**config.mk**
```make
export PLATFORM = sky130hd
export DESIGN_NAME = capture_sequencer
export DESIGN_NICKNAME = d
export VERILOG_FILES = /design/src/rtl/capture_sequencer.sv
export SDC_FILE = /design/constraint.sdc
export NUM_CORES = 1
export LEC_CHECK = 0
export CAP_MARGIN = 20
export CORE_MARGIN = 5
export CORE_UTILIZATION = 47
export CTS_CLUSTER_SIZE = 40
export DETAILED_ROUTE_END_ITERATION = 16
export PLACE_DENSITY_LB_ADDON = 0.25
export SLEW_MARGIN = 20
export SYNTH_ARGS = -nofsm -noshare
export SYNTH_HDL_FRONTEND = slang
export SYNTH_SLANG_ARGS = --single-unit
```
**constraint.sdc**
```tcl
create_clock -name clk -period 2.6 [get_ports clk]
set_input_delay 0.52 -clock clk [delete_from_list [all_inputs] [get_ports clk]]
set_output_delay 0.52 -clock clk [all_outputs]
set_load 0.1 [all_outputs]
```
**src/rtl/capture_sequencer.sv**
```systemverilog
// ------------------------------------------------------------------
// capture_sequencer: arm / trigger / capture / readout control FSM
// Rev 1.0
// ------------------------------------------------------------------
`default_nettype none

module capture_sequencer #(
  parameter int CNT_W = 11
) (
  input  logic             clk,
  input  logic             rst,
  input  logic             arm,
  input  logic             abort,
  input  logic             auto_rearm,
  input  logic [CNT_W-1:0] post_len,
  input  logic             sample_valid,
  input  logic             trigger_hit,
  input  logic             FIFO_wrfull,
  input  logic             FIFO_rdempty,
  input  logic             readout_idle,
  output logic             FIFO_wrreq,
  output logic             triggerBlock_Syncrst,
  output logic [CNT_W-1:0] sample_count,
  output logic             truncated,
  output logic             capture_done,
  output logic [4:0]       state_debug
);

  typedef enum logic [4:0] {
    S_IDLE    = 5'b00001,
    S_CLEAR   = 5'b00010,
    S_ARMED   = 5'b00100,
    S_CAPTURE = 5'b01000,
    S_READOUT = 5'b10000
  } state_e;

  localparam logic [CNT_W-1:0] CNT_MAX = '1;

  state_e           state_q, state_d;
  logic [CNT_W-1:0] len_q, len_d;
  logic [CNT_W-1:0] cnt_q, cnt_d;
  logic             trunc_q, trunc_d;
  logic [CNT_W-1:0] cnt_inc;
  logic             len_nz;
  logic             done_write;

  always_ff @(posedge clk) begin
    if (rst) begin
      state_q <= S_IDLE;
      len_q   <= '0;
      cnt_q   <= '0;
      trunc_q <= 1'b0;
    end else begin
      state_q <= state_d;
      len_q   <= len_d;
      cnt_q   <= cnt_d;
      trunc_q <= trunc_d;
    end
  end

  always_comb begin
    state_d              = state_q;
    len_d                = len_q;
    cnt_d                = cnt_q;
    trunc_d              = trunc_q;
    FIFO_wrreq           = 1'b0;
    triggerBlock_Syncrst = 1'b0;
    capture_done         = 1'b0;
    done_write           = 1'b0;
    len_nz               = (len_q != '0);
    // Saturating increment: the counter sticks at all-ones instead of wrapping.
    cnt_inc              = (cnt_q == CNT_MAX) ? cnt_q : cnt_q + 1'b1;

    case (state_q)
      S_IDLE: begin
        if (arm && !abort) begin
          state_d = S_CLEAR;
          len_d   = post_len;
          cnt_d   = '0;
          trunc_d = 1'b0;
        end
      end
      S_CLEAR: begin
        triggerBlock_Syncrst = 1'b1;
        state_d = abort ? S_IDLE : S_ARMED;
      end
      S_ARMED: begin
        if (abort)
          state_d = S_IDLE;
        else if (trigger_hit)
          state_d = S_CAPTURE;
      end
      S_CAPTURE: begin
        FIFO_wrreq = sample_valid & ~FIFO_wrfull;
        if (FIFO_wrreq)
          cnt_d = cnt_inc;
        done_write = FIFO_wrreq && len_nz && (cnt_inc == len_q);
        if (abort) begin
          state_d = S_IDLE;
        end else if (done_write) begin
          state_d = S_READOUT;
        end else if (FIFO_wrfull) begin
          state_d = S_READOUT;
          trunc_d = len_nz && (cnt_q < len_q);
        end
      end
      S_READOUT: begin
        // abort is deliberately not honoured here; the readout must drain.
        if (FIFO_rdempty && readout_idle) begin
          capture_done = 1'b1;
          if (auto_rearm) begin
            state_d = S_CLEAR;
            cnt_d   = '0;
            trunc_d = 1'b0;
          end else begin
            state_d = S_IDLE;
          end
        end
      end
      default: state_d = S_IDLE;
    endcase
  end

  assign sample_count = cnt_q;
  assign truncated    = trunc_q;
  assign state_debug  = state_q;

endmodule

`default_nettype wire
```
==> flow_summary.toml <==
[die]
rows = 24
num_io_pins = 41
initial_core_util_pct = 49.26
die_w_um = 78.02
coreArea_um2 = 4414
dieArea_um2 = 6087
die_h_um = 78.02

[timing]
post-route-min-period_ns = 2.516
tightestPinTransition_ns = 0.5123
rsz0062_at_grt = "yes"
setup-tns-final_ns = 0
drv_slew = 0
skew_ns = 0.001476
min_period_over_period_pct = 96.79
relSlewSlack_pct = 65.60
setup_violations = 0
final_hold_viol_count = 0
max_freq_mhz = 397.4

[power_and_ir_drop]
powerDensity_nw_per_um2 = 626.8
power.leakage_nw = 1.132
peakVddDrop_v = 0.0003687

[worst_setup_path]
critPathCaptureType = "register"
rr_worst_depth = 8
critPathMaxFanout = 8
slowest_stage = "or4_4"
critPathMaxStageDelay_ns = 0.58
reg2reg_slack_ns = 0.08
critPathTopFamily = "simple AND/OR/NAND/NOR gates"
cp.depth = 8
arrival_ns = 2.72
cp_cell_sequence = "buf_4 -> nand4_1 -> nor3_4 -> mux2i_1 -> or4_4 -> a2111oi_4 -> a21oi_2 -> a221oi_2"
start_kind = "register"
critPathKind = "register to register"
worstPathRequired_ns = 2.80
path_buf_inv = 1

[layout]
syn_to_final_growth_pct = 30.09
final_cells = 377
final_area_um2 = 2829
n_antenna_cell = 0
nets = 358
drive_above_1_share_pct = 25.54

[synth]
synth_top_area_share_pct = 25.78
synth.avg_cell_area_um2 = 7.995
yosysWarnings = 0
synth_cell_types = 59
synth.cell_area_um2 = 2175
syn_inst = 272
synth_ff_type = "dfxtp_1"
ys_top_cells_by_area = "dfxtp_1, mux2i_1, ha_1"
synth.most_common_cell = "nor2_1"
yosysTopAreaCell = "dfxtp_1"
synth_seq_area_share_pct = 25.78
synth_edf_count = 0
async_reset_ff_share_pct = 0
synth_common_cells = "nor2_1, dfxtp_1, nand2_1, inv_1, mux2i_1"
yosys_register_bits = 28
syn_nets = 304

[placed_design]
hpwl_um = 4703
routabilityCongestion = 0.9257
numPortBuffers = 40
post-place-cells = 367
placed_area_um2 = 2719

[global_route]
grt_first_pass_wirelength_um = 10540
grt.overflow.total = 0
grt_max_degree = 16
grt.total_usage_pct = 20.22
antenna_found_initial = 0
grt_pass1_vias = 2145

[drt]
drt_iter0_drc = 173
wl_per_cell_um = 16.34
routed_via_density = 5.889
ant_nets = 0
routed_wl_um = 6160
drcViolationCount = 0
first_pass_iters = 5
num_vias = 2220

[cts]
clock_latency_ns = 0.28
clkSinkCount = 28
clkTransAtPathRegs_ns = 0.10
cts_tree = "built"
htree_levels = 1
cts_root_buf = "clkbuf_8"
hold_buffers = 0
clk_path_buf_depth = 2
cts_buffers = 3

[status]
status = "finished clean"

[run]
drv_cap = 0

[min_path]
hold-path-cell-count = 2
hp-class = "register to register"
-- what timing repair did --
item                                    CTS  global route
setup buffers                             0             6
endpoints found under the hold margin     0             0
resized for setup                         0             3
endpoints found under the setup margin    0             3
-- final timing paths --
check                        from               to
hold reg to reg   sample_count[5]  sample_count[5]
hold / removal    sample_count[5]  sample_count[5]
setup / recovery  sample_count[4]   state_debug[4]
setup reg to reg  sample_count[4]   state_debug[4]
-- power by group --
part	internal (mW)	switching, mW	leakage, nW
sequential	0.479	0.101	0.236
clock	0.110	0.147	0.0228
combinational	0.363	0.572	0.873
-- cells by family after synthesis --
logic type / count (synthesis) / share of synthesized area [%]
and+or+nand+nor: 114 / 27.91
muxes: 17 / 7.882
AOI/OAI and AO/OA: 63 / 21.87
buffers and inverters: 31 / 7.019
DFF: 28 / 25.78
adders and majority gates: 11 / 6.329
xor gates and xnor gates: 8 / 3.222
-- cells in the final DEF, fill, tap and decap left out, drive strengths merged, types with 3 or more instances in the layout --
cell type and n:
buf 43, nor2 32, dfxtp 28, nand2 23, clkdlybuf4s50 20, inv 17
mux2i 16, nand3 13, o21ai 11, a21oi 11, ha 11, xnor2 8
a211oi 8, and3 7, nor4 7, nand2b 6, nor3 5, o211ai 4
a2111oi 4, clkbuf 4, nor2b 3, or2 3, o211a 3, a31oi 3
o21a 3
-- registers in the layout, summed over array words and instances (netlist names) --
| register | count |
|---|---|
| len_q | 11 |
| truncated | 1 |
| sample_count | 11 |
| state_debug | 5 |
-- worst min-delay path, cell delays in order (launching register included) --
cell and delay [ns]:
dfxtp_2 0.36, nand2_1 0.06, a21oi_1 0.06
-- routing by layer --
layer | GRT usage, % | routed length [um]
met2 | 34.39 | 2954
met5 | 0 | 0
met1 | 27.97 | 2781
met4 | 3.041 | 53
met3 | 2.517 | 370
-- per-stage QoR --
step	worst slack [ns]	utilization [%]	hold slack (ns)	power, mW
floorplan	0.004802	-	0.5112	1.271
global placement	0.02749	61.59	0.4829	1.504
detailed placement	-0.04599	61.59	0.4902	1.519
CTS	0.03961	62.61	0.5071	1.773
global route	-0.06903	64.09	0.5192	1.886
finish	0.08352	64.09	0.5073	1.773
-- final cells by class --
type | count | area, um^2
timing repair buffer | 63 | 548.0
fill | 395 | 1585
multi-input combinational | 213 | 1511
sequential | 28 | 595.6
tap | 52 | 65.06
inverter | 17 | 63.81
clock buffer | 4 | 45.04
Power figures use the tool's default switching activity.
